**config.mk**
```make
export PLATFORM = sky130hd
export DESIGN_NAME = hamming_tx_serializer
export DESIGN_NICKNAME = d
export VERILOG_FILES = /design/src/rtl/hamming_tx_serializer.sv
export SDC_FILE = /design/constraint.sdc
export NUM_CORES = 1
export LEC_CHECK = 0
export CORE_MARGIN = 4
export CORE_UTILIZATION = 50
export DETAILED_ROUTE_END_ITERATION = 10
export GPL_TIMING_DRIVEN = 0
export PLACE_DENSITY_LB_ADDON = 0.25
export SYNTH_ARGS = -nofsm -noshare
export SYNTH_HDL_FRONTEND = slang
export SYNTH_SLANG_ARGS = --single-unit
```
**constraint.sdc**
```tcl
create_clock -name clk -period 2.08 [get_ports clk]
set_input_delay 0.312 -clock clk [delete_from_list [all_inputs] [get_ports clk]]
set_output_delay 0.312 -clock clk [all_outputs]
set_load 0.1 [all_outputs]
```
**src/rtl/hamming_tx_serializer.sv**
```systemverilog
// Hamming(15,11) even-parity encoder feeding a bit serializer paced by a shared shift strobe.
// A new word can be taken on the last bit of the current frame, giving gap-free back-to-back frames.
//
// state  | meaning
// S_IDLE | no frame in flight, sl_out parked at IDLE_BIT, ready for a word
// S_SEND | codeword in flight, one bit per shift strobe
module hamming_tx_serializer #(
    parameter bit IDLE_BIT  = 1'b0,
    parameter bit MSB_FIRST = 1'b0
) (
    input  logic        clk,
    input  logic        RST,
    input  logic [10:0] data_in,
    input  logic        data_valid,
    output logic        data_ready,
    input  logic        shift,
    output logic        sl_out,
    output logic        frame_start,
    output logic        busy,
    output logic [14:0] code_out,
    output logic [3:0]  bit_cnt
);

    localparam logic [0:0] S_IDLE = 1'b0;
    localparam logic [0:0] S_SEND = 1'b1;

    logic [0:0]  state_q, state_d;
    logic [14:0] sr_q, sr_d;
    logic [14:0] code_q, code_d;
    logic [3:0]  cnt_q, cnt_d;
    logic [14:0] enc_w;
    logic        last_bit_w;
    logic        head_w;

    // Index c[p] is codeword position p; position p lands on code bit p-1.
    function automatic logic [14:0] hamming_encode(input logic [10:0] d);
        logic [15:1] c;
        c     = '0;
        c[3]  = d[0];
        c[5]  = d[1];
        c[6]  = d[2];
        c[7]  = d[3];
        c[9]  = d[4];
        c[10] = d[5];
        c[11] = d[6];
        c[12] = d[7];
        c[13] = d[8];
        c[14] = d[9];
        c[15] = d[10];
        c[1]  = c[3] ^ c[5] ^ c[7]  ^ c[9]  ^ c[11] ^ c[13] ^ c[15];
        c[2]  = c[3] ^ c[6] ^ c[7]  ^ c[10] ^ c[11] ^ c[14] ^ c[15];
        c[4]  = c[5] ^ c[6] ^ c[7]  ^ c[12] ^ c[13] ^ c[14] ^ c[15];
        c[8]  = c[9] ^ c[10] ^ c[11] ^ c[12] ^ c[13] ^ c[14] ^ c[15];
        return c;
    endfunction

    assign enc_w       = hamming_encode(data_in);
    assign busy        = (state_q == S_SEND);
    assign last_bit_w  = busy && shift && (cnt_q == 4'd14);
    assign data_ready  = !busy || last_bit_w;
    assign head_w      = MSB_FIRST ? sr_q[14] : sr_q[0];
    assign sl_out      = busy ? head_w : IDLE_BIT;
    assign frame_start = busy && (cnt_q == 4'd0);
    assign code_out    = code_q;
    assign bit_cnt     = cnt_q;

    always_comb begin
        state_d = state_q;
        sr_d    = sr_q;
        code_d  = code_q;
        cnt_d   = cnt_q;
        case (state_q)
            S_IDLE: begin
                if (data_valid) begin
                    state_d = S_SEND;
                    sr_d    = enc_w;
                    code_d  = enc_w;
                    cnt_d   = 4'd0;
                end
            end
            S_SEND: begin
                if (last_bit_w) begin
                    if (data_valid) begin
                        sr_d   = enc_w;
                        code_d = enc_w;
                    end else begin
                        state_d = S_IDLE;
                    end
                    cnt_d = 4'd0;
                end else if (shift) begin
                    sr_d  = MSB_FIRST ? {sr_q[13:0], 1'b0} : {1'b0, sr_q[14:1]};
                    cnt_d = cnt_q + 4'd1;
                end
            end
            default: state_d = S_IDLE;
        endcase
    end

    always_ff @(posedge clk) begin
        if (!RST) begin
            state_q <= S_IDLE;
            sr_q    <= '0;
            code_q  <= '0;
            cnt_q   <= '0;
        end else begin
            state_q <= state_d;
            sr_q    <= sr_d;
            code_q  <= code_d;
            cnt_q   <= cnt_d;
        end
    end

endmodule

```
Word level (Yosys, flattened, before mapping):

Index checks and enable logic that the tools add are counted.

* register bits: 35
* bits of input ports: 15
* output and inout port bits: 23
* logic and storage cells: 56

* add/subtract/negate cells: 1
* equality and inequality tests: 4
* muxes and demuxes: 15
* bitwise gates (word level): 25
* reductions and logical operators: 7

Operator list (count)
* 15-bit two-way mux: 5
* 15-bit case mux with 2 select lines: 2
* 1-bit bitwise XOR: 24
* 4-bit two-way mux: 3
* 4-bit case mux with 2 select lines: 1
* 4-bit by 1-bit adder with 4-bit output (second input constant): 1
* 4-bit equality test (second input constant): 1
* 4-bit zero test: 1
* 1-bit logical AND: 3
* 1-bit two-way mux: 3
* 3-bit by 2-bit != test with 1-bit output (second input constant): 1
* 2-bit by 1-bit != test with 1-bit output (second input constant): 1
* 2-bit != test (second input constant): 1
* 1-bit case mux with 2 select lines: 1
* 2-bit AND reduction: 1
* 1-bit zero test: 1
* 1-bit logical OR: 1
* 1-bit NOT: 1

Longest topological paths before layout:

Gate-level depths: netlist of run 1.

* depth in word-level cells: 9
* mapped depth: 8
* gate-level depth less buffers: 7

Worst setup path after synthesis of run 1:

No wires, ideal clock.

* kind: reg-to-output
* start point: register state_q (netlist: busy)
* end point: output frame_start
* arrival: 3.317 ns
* required time: 1.768 ns
* setup slack: -1.549 ns
* cell stages (with the launch flop): 4
* path buffers: 1
* path through: dfxtp_1 > buf_4 > nand2_1 > nor3_1

* cells in the longest elaborated chain, start to end: 1

RTL lines
* from (decl): line 27 `logic [0:0] state_q, state_d;`
* from (signal assigned): line 106 `state_q <= state_d;`
* 1-bit logical AND: line 63 `assign frame_start = busy && (cnt_q == 4'd0);`
* to (decl): line 18 `output logic frame_start,`

Every way passes these cells.

Final worst setup path of run 1:

* start point: register cnt_q[0] (netlist: bit_cnt[0])
* end point: output data_ready

* cells in the longest elaborated chain, start to end: 3

RTL lines
* from (decl): line 30 `logic [3:0] cnt_q, cnt_d;`
* from (signal assigned): line 109 `cnt_q <= cnt_d;`
* 4-bit equality test: line 59 `assign last_bit_w = busy && shift && (cnt_q == 4'd14);`
* 1-bit logical AND: line 59
* 1-bit logical OR: line 60 `assign data_ready = !busy || last_bit_w;`
* to (decl): line 15 `output logic data_ready,`

Every way passes these cells.

==> results of run 1 <==
==> worst paths after layout <==
check / endpoint / slack (ns) / cells past startpoint
worst max-delay path: data_ready / 0.07 / 7
worst min-delay path: code_out[13] / 0.46 / 2
worst max register to register: bit_cnt[2] / 0.37 / 9
worst min register to register: code_out[13] / 0.46 / 2
==> layout make-up <==
cell class                 count  area (um^2)  area share [%]
buffer                        12         70.1            3.14
clock buffer                   7         45.0            2.02
inverter                       5         25.0            1.12
multi-input combinational    142          967            43.4
sequential                    35          709            31.8
tap                           46         57.6            2.58
timing repair buffer          38          357            16.0
==> synthesized netlist by cell type, types with 2 or more instances <==
cell type,instances,area [um^2]
a21oi_1,13,65.1
xor2_1,2,17.5
buf_2,2,10.0
inv_1,4,15.0
mux2i_1,2,20.0
a21boi_0,8,60.1
o221ai_1,3,26.3
xnor2_1,12,105
o21ai_2,2,17.5
a21boi_1,6,45.0
dfxtp_1,35,701
o31ai_1,8,60.1
nand2_1,27,101
ha_1,3,37.5
and2_1,2,12.5
o21ai_0,18,90.1
or3_1,9,56.3
nor2_1,2,7.51
a21oi_2,2,17.5
a31o_2,2,17.5
buf_4,3,22.5
clkbuf_1,6,22.5
nand3_1,6,30.0
==> stage by stage <==
stage	total power, mW	TNS, ns	hold slack [ns]	setup WS, ns
final	1.64	0	0.460	0.0688
after global routing	1.72	-0.00928	0.484	-0.00928
after CTS	1.65	-0.0106	0.465	-0.0106
after detailed placement	1.32	-0.948	0.451	-0.817
after global placement	1.32	-0.947	0.446	-0.839
after floorplan	1.18	-0.354	0.442	-0.133
==> sequential cells by signal (all words and copies together) (netlist names) <==
signal    flops
busy          1
bit_cnt       4
code_out     15
sr_q         15
==> worst max-delay path: stages, from the launching register on <==
cell and delay [ns]:
dfxtp_4 0.39, inv_4 0.05, ha_4 0.16, and4_4 0.19, buf_6 0.13, nor2_4 0.14, clkinvlp_4 0.12, buf_6 0.19
==> kinds of logic after synthesis <==
group	count (synthesis)	share of synthesized area [%]
AND/OR/NAND/NOR	54	15.6
AO/OA/AOI/OAI	67	25.7
XOR/XNOR	16	9.81
adder cells (fa/ha/maj)	3	2.18
buffers and inverters	17	4.94
flip-flops	35	40.7
multiplexers	2	1.16
==> repair_timing <==
item	in CTS	in global routing
setup buffers	0	1
gates cloned	0	0
pin swaps	0	1
endpoints found under the setup margin	23	1
resized for setup	33	0
==> layer usage <==
metal,vias up,part of all wire (%),GRT usage [%]
li1,774,-,-
met1,736,45,28.3
met2,41,47,34.3
met3,7,5.5,4.89
met4,0,2.1,8.38
met5,-,0,0
==> power by group through the flow <==
| stage | combinational [mW] | clock, mW | sequential (mW) |
|---|---|---|---|
| final | 0.546 | 0.344 | 0.749 |
| after global routing | 0.579 | 0.385 | 0.756 |
| after CTS | 0.543 | 0.356 | 0.749 |
| after detailed placement | 0.556 | 0 | 0.765 |
| after global placement | 0.552 | 0 | 0.764 |
| after floorplan | 0.239 | 0 | 0.936 |
==> metrics.md, run 1 <==
| Metric | Value |
|---|---|
| Yosys cell types | 40 |
| H-tree depth | 2 |
| Sequential share of power | a little under half |
| Cell row count | 21 |
| MaxCap Viol Count | 0 |
| Tcrit/Tclk final | 96.7% |
| Syn nets | 212 |
| EDFF count, synth | 0 |
| CTS tree | built |
| Syn Std Cell Area | 1720 um^2 |
| Nets | 257 |
| Total CTS buffers | 5 |
| Worst Setup Start Kind | flip-flop |
| Root buffer cell | clkbuf_4 |
| Gr usage total | a little over a fifth |
| Diode count | 0 |
| Seq cells post-synth | 35 |
| Setup violations, final | 0 |
| Leakage power total | 0.909 nW |
| Area grow syn2layout | 29.6% |
| Asr flop ratio synth | 0% |
| Pre-antenna DRT Iters | 4 |
| Part of the power in combinational logic | 33.3% |
| Hold_buf cts | 0 |
| Syn Inst Count | 194 |
| Cells after DPL | 277 |
| Residual DRC | 0 |
| Routed via count | 1558 |
| Main synth FF type | dfxtp_1 |
| Drt wl/cell | 15.3 um |
| Largest net degree at the start of global routing | 11 |
| Initial Util | 51.6% |
| Core area | 3340 um^2 |
| Fill count | roughly 310 |
| Non-Filler Instances | 285 |
| Worst Hold Class | flip-flop to flip-flop |
| Initial antenna violation count | 0 |
| Number of DRC markers in iteration 0 | 103 |
| Vias per inst | between 5 and 6 |
| Die height | 66.7 um |
| Worst Setup SP | bit_cnt[0] |
| Share of layout cells above drive strength 1 | 15.1% |
| Post-DP Area | roughly 2200 um^2 |
| RR Startpoint | bit_cnt[0] |
| Util after Layout | 66.9% |
| Clock sink count | 35 |
| Synth warnings | 0 |
| Clock network fraction of total power | a little over a fifth |
| VDD IR-drop max | 0.000569 V |
| Io pins | 38 |
| Final instance area | 2230 um^2 |
| Max-slew violation count | 0 |
| FMAX | between 400 and 500 MHz |
| Clk slew on worst S/H paths | 0.11 ns |
| HPWL Detailed | 3080 um |
| Worst-path fanout max | 10 |
| Int Power | 1.02 mW |
| Avg Cell Area, Syn | 8.87 um^2 |
| Routed wire length | 4360 um |
| Min-Delay Startpoint | code_out[13] |
| Total grt overflow | 0 |
| First-pass GRT wire length | 7180 um |
| Slew @ Worst Pin | 0.959 ns |
| Vias in the first global route | 1557 |
| Min cycle time layout | 2.01 ns |
| WP data required | 1.77 ns |
| DIE WIDTH | 66.7 um |
| Final ANT Viol Nets | 0 |
| GPL Wtd Cong | between 0.8 and 0.9 |
| Relative slew slack | between 30 and 40% |
| Commonest cells after routing, fill and taps aside | dfxtp_1 (30), nand2_1 (27), dlygate4sd2_1 (20) |
| Seq/Total Area, Yosys | between 40% and 50% |
| Final Hold Vio Count | 0 |
| Worst skew pair latency | 0.34 ns |
| Max Root-Sink Buffers | 2 |
| Data arrival, critical path | approximately 1.7 ns |
| Psw | 0.622 mW |
| Clock Skews | between 0.008 and 0.009 ns |
| Commonest non-fill, non-tap cell in the layout | dfxtp_1 |
| Power density over cell area | 735 nW/um^2 |
| Port bufs | 37 |
| Critical path type | flip-flop to output port |
| Die area | 4450 um^2 |
| Status | finished, final reports clean |
| Switching share of power | 37.9% |
| Crit end category | output port |
Note: power is estimated with default switching activity, not from simulation.
==> inputs of run 2 (changes only) <==
--- a/config.mk
+++ b/config.mk
@@ -10,6 +10,8 @@
 export DETAILED_ROUTE_END_ITERATION = 10
 export GPL_TIMING_DRIVEN = 0
 export PLACE_DENSITY_LB_ADDON = 0.25
+export RECOVER_POWER = 100
 export SYNTH_ARGS = -nofsm -noshare
 export SYNTH_HDL_FRONTEND = slang
 export SYNTH_SLANG_ARGS = --single-unit
+export TNS_END_PERCENT = 20
==> metrics.md, run 2 (synthesized netlist as in run 1, its figures left out) <==
| Metric | Value |
|---|---|
| Status | finished, final reports clean |
| Number of DRC markers in iteration 0 | 133 |
| Port bufs | 37 |
| Initial Util | about half |
| Min-Delay Startpoint | code_out[13] |
| H-tree depth | 2 |
| Vias per inst | 5.56 |
| Clk slew on worst S/H paths | 0.11 ns |
| CP Buf/Inv Count | 1 |
| Crit end category | output port |
| Pre-CTS WS | -0.817 ns |
| WP data required | between 1.5 and 2 ns |
| Routed wire length | between 4000 and 5000 um |
| HPWL Detailed | 3080 um |
| Nets | between 200 and 300 |
| Residual DRC | 0 |
| Power density over cell area | between 700 and 800 nW/um^2 |
| Root buffer cell | clkbuf_4 |
| Diode count | 0 |
| Io pins | 38 |
| Final Hold Vio Count | 0 |
| Worst skew pair latency | 0.34 ns |
| Total CTS buffers | 5 |
| RR Startpoint | bit_cnt[0] |
| Setup ws final | approximately 0.083 ns |
| Largest net degree at the start of global routing | 11 |
| Pre-antenna DRT Iters | 4 |
| Min cycle time layout | 2.00 ns |
| Tcrit/Tclk final | 96.0% |
| Max Root-Sink Buffers | 2 |
| Fill count | ~330 |
| Clock sink count | 35 |
| Total power | 1.62 mW |
| Hold path depth | 2 |
| Non-Filler Instances | 285 |
| Worst Setup Start Kind | flip-flop |
| Clock Skews | around 0.0075 ns |
| Util after Layout | 63.0% |
| Critical path type | flip-flop to output port |
| CP max stage delay | 0.89 ns |
| Area grow syn2layout | 22.1% |
| Worst-path fanout max | 9 |
| Final ANT Viol Nets | 0 |
| Die height | roughly 67 um |
| Initial antenna violation count | 0 |
| Share of layout cells above drive strength 1 | 13.0% |
| Cells after DPL | ~280 |
| First-pass GRT wire length | 7180 um |
| Leakage power total | 0.768 nW |
| CTS tree | built |
| VDD IR-drop max | 0.000570 V |
| FMAX | around 500 MHz |
| CP delay by family, top | buffers and inverters |
| WHS | 0.462 ns |
| Max-slew violation count | 0 |
| MaxCap Viol Count | 0 |
| FF/Latch Area | 709 um^2 |
| Cell row count | 21 |
| Reg2Reg Setup Slack | 0.20 ns |
| R2R depth | 7 |
| DIE WIDTH | 66.7 um |
| Routed via count | 1585 |
| Relative slew slack | 22.0% |
| Total grt overflow | 0 |
| Core area | about 3300 um^2 |
| Area of the multi-input gates | between 900 and 1000 um^2 |
| Crit-path slowest cell | clkbuf_1 |
| Commonest cells after routing, fill and taps aside | clkbuf_1 (30), dfxtp_1 (30), nand2_1 (27) |
| RSZ-0062 raised after global routing | false |
| GPL Wtd Cong | 0.818 |
| Drt wl/cell | 15.2 um |
| Data arrival, critical path | 1.68 ns |
| Gr usage total | 21.6% |
| Hold_buf cts | 0 |
| Endpoint, Worst Hold | code_out[13] |
| Cell chain of the critical path | clkbuf_1 |
| Worst Hold Class | flip-flop to flip-flop |
| Die area | about 4400 um^2 |
| Vias in the first global route | about 1600 |
| Worst reg2reg path endpoint | code_out[8] |
| Setup violations, final | 0 |
| Slew @ Worst Pin | 1.17 ns |
-- run 2: repair_timing --
action,CTS,global route
resized for setup,33,0
pin swaps,0,1
setup buffers,0,1
setup endpoints to repair,23,1
-- run 2: worst max-delay path by stage --
stage                          start         end  slack (ns)  depth (start not counted)
after floorplan           bit_cnt[0]  bit_cnt[2]       -0.13                          8
after global placement         shift  data_ready       -0.84                          6
after detailed placement       shift  data_ready       -0.82                          6
after CTS                 bit_cnt[0]  data_ready       -0.01                          7
after global routing      bit_cnt[0]  data_ready        0.01                          7
final                     bit_cnt[2]  bit_cnt[2]        0.08                          1
-- run 2: power by group --
group | switching, mW | leakage [nW] | internal (mW)
combinational | 0.376 | 0.452 | 0.148
sequential | 0.0259 | 0.291 | 0.724
clock | 0.218 | 0.0254 | 0.128
-- run 2: area by class of cell --
class                   instances  share of cell area (%)
plain buffers                  12                    2.86
repair buffers                 38                    12.0
multi-input cells             142                    45.3
well taps                      46                    2.74
inverters                       5                    1.19
flip-flops and latches         35                    33.7
clock buffers                   7                    2.14
-- run 2: metal layers --
metal | global-route usage (%) | routed length (um) | up-vias
met4 | 8.38 | 91 | 0
met1 | 28.3 | 1930 | 752
met3 | 4.89 | 251 | 7
li1 | - | - | 775
met2 | 34.3 | 2050 | 51
met5 | 0 | 0 | -
-- run 2: metrics by stage --
step | area (um^2) | setup TNS (ns)
finish | 2100 | 0
global route | 2100 | 0
CTS | 2220 | -0.0106
detailed placement | 2200 | -0.948
global placement | 2200 | -0.947
floorplan | 1770 | -0.354
==> patch (settings of run 2) <==
Set the parameter `MSB_FIRST` to 1'b1 (it was 1'b0).
--- a/src/rtl/hamming_tx_serializer.sv
+++ b/src/rtl/hamming_tx_serializer.sv
@@ -6,7 +6,7 @@
 // S_SEND | codeword in flight, one bit per shift strobe
 module hamming_tx_serializer #(
     parameter bit IDLE_BIT  = 1'b0,
-    parameter bit MSB_FIRST = 1'b0
+    parameter bit MSB_FIRST = 1'b1
 ) (
     input  logic        clk,
     input  logic        RST,
Behaviour: not the same (a bounded check fails within 4 cycles, from zero or initial values and one cycle with RST low).
==> patch against run 2 <==
Synthesized area up 5.2%. Wire length down 2.1%. Combinational power up 2%. Count of clock-buffer cells in the layout up 1. Sequential cell count unchanged. Design area up 4.8%. Worst hold slack worse by 0.19 ns. Sequential share of layout area down 1.5 points. Critical path type is now in2reg. Power up 5.1%. Setup slack worse by 0.016 ns. Via count up 3.2%.
==> patch: results (changes against run 2) <==
| Metric | Value |
|---|---|
| Hold Crit Class | `in2reg` |
| Flop2flop setup slack | `0.26 ns (+0.06 ns)` |
| Worst Path Arrival | `2.30 ns (+0.62 ns)` |
| CP max stage cell | `dlygate4sd3_1` |
| Met2 Use GR | `32.3% (-2.0 points)` |
| Reg2Reg Depth | `8 (+1)` |
| Status | `complete, no violations` |
| GRT met1 Usage | `27.3% (-1.1 points)` |
| Hold-critical path endpoint | `bit_cnt[1]$_SDFFE_PN0P_` |
| Post-synth top cells | `o21ai_0 (40), dfxtp_1 (35), nand2_1 (28)` |
| Hpwl dp | `3070 um (-0.27%)` |
| CP Capture Point | `code_out[1]$_SDFFE_PN0P_` |
| Setup crit start | `data_in[10]` |
| Unique cell type count in the Yosys netlist | `38 (-5.0%)` |
| Initial DRC Count | `77 (-42%)` |
| Post-synth net total | `233 (+9.9%)` |
| Critical path's top delay family | `XOR/XNOR gates` |
| Final nets | `275 (+7.0%)` |
| Placer Congestion | `0.830 (+1.6%)` |
| Gr usage total | `20.8% (-0.81 points)` |
| Final Instance Count excl. Fillers | `304 (+6.7%)` |
| Share of layout cells above drive strength 1 | `13.2% (+0.21 points)` |
| Max_slew headroom | `20.6% (-1.4 points)` |
| Synth top area cells | `dfxtp_1 (39%), o21ai_0 (11%), nand2_1 (5.8%)` |
| Via Count | `1636 (+3.2%)` |
| Hold WS | `0.268 ns (-0.194 ns)` |
| Reg2reg end | `sr_q[12]$_SDFFE_PN0P_` |
| Cells after Synth | `215 (+11%)` |
| Worst vdd ir | `0.390 mV (-31%)` |
| Hold_sp | `RST` |
| Req. time, crit path | `2.37 ns (+0.60 ns)` |
| Slowest cell delay on critical path | `0.63 ns (-0.26 ns)` |
| P_sw | `0.615 mW (-0.75%)` |
| DR WL/cell | `13.9 um (-8.2%)` |
| Sequential area share after synthesis | `38.7% (-2.0 points)` |
| Setup WS pre-CTS | `-0.761 ns (+0.0564 ns)` |
| Vias in the first global route | `1597 (+2.6%)` |
## patch: final cells by class
cell class | instances | share of cell area [%]
Sequential cell | 35 | 32.2
Multi-Input combinational cell | 159 | 46.3
Timing Repair Buffer | 35 | 10.2
Inverter | 6 | 1.14
Tap cell | 46 | 2.61
Buffer | 15 | 4.38
Clock buffer | 8 | 3.13
## patch: cells by family (layout without fill, tap and decap cells)
kind of cell    after synthesis  count (layout)  share of synthesized area [%]
compound gates               78              78                           25.2
simple gates                 61              61                           16.5
flops                        35              35                           38.7
buf+inv                      21              64                           6.01
xor+xnor                     15              15                           10.4
fa+ha+maj                     3               3                           2.07
mux                           2               2                           1.17
## patch: power by group through the flow
stage / Sequential [mW] / Combinational, mW / Clock (mW)
2_1_floorplan: 0.937 / 0.247 / 0
3_3_place_gp: 0.765 / 0.552 / 0
3_5_place_dp: 0.766 / 0.555 / 0
4_1_cts: 0.750 / 0.545 / 0.432
5_1_grt: 0.759 / 0.572 / 0.466
6_report: 0.751 / 0.533 / 0.418
## patch: per-stage QoR
stage	power, mW	area (um^2)
after CTS	1.73	2290
final	1.70	2200
after detailed placement	1.32	2230
after global routing	1.80	2200
after global placement	1.32	2230
after floorplan	1.18	1830
## patch: routing by layer
| metal | part of all wire, % | vias to the layer above |
|---|---|---|
| li1 | - | 823 |
| met3 | 6.1 | 5 |
| met5 | 0 | - |
| met1 | 48 | 767 |
| met2 | 45 | 41 |
| met4 | 1.5 | 0 |
## patch: timing repair
| item | in CTS | in global routing |
|---|---|---|
| setup endpoints to repair | 23 | 2 |
| gates resized for setup | 37 | 9 |
| buffers inserted | 0 | 1 |
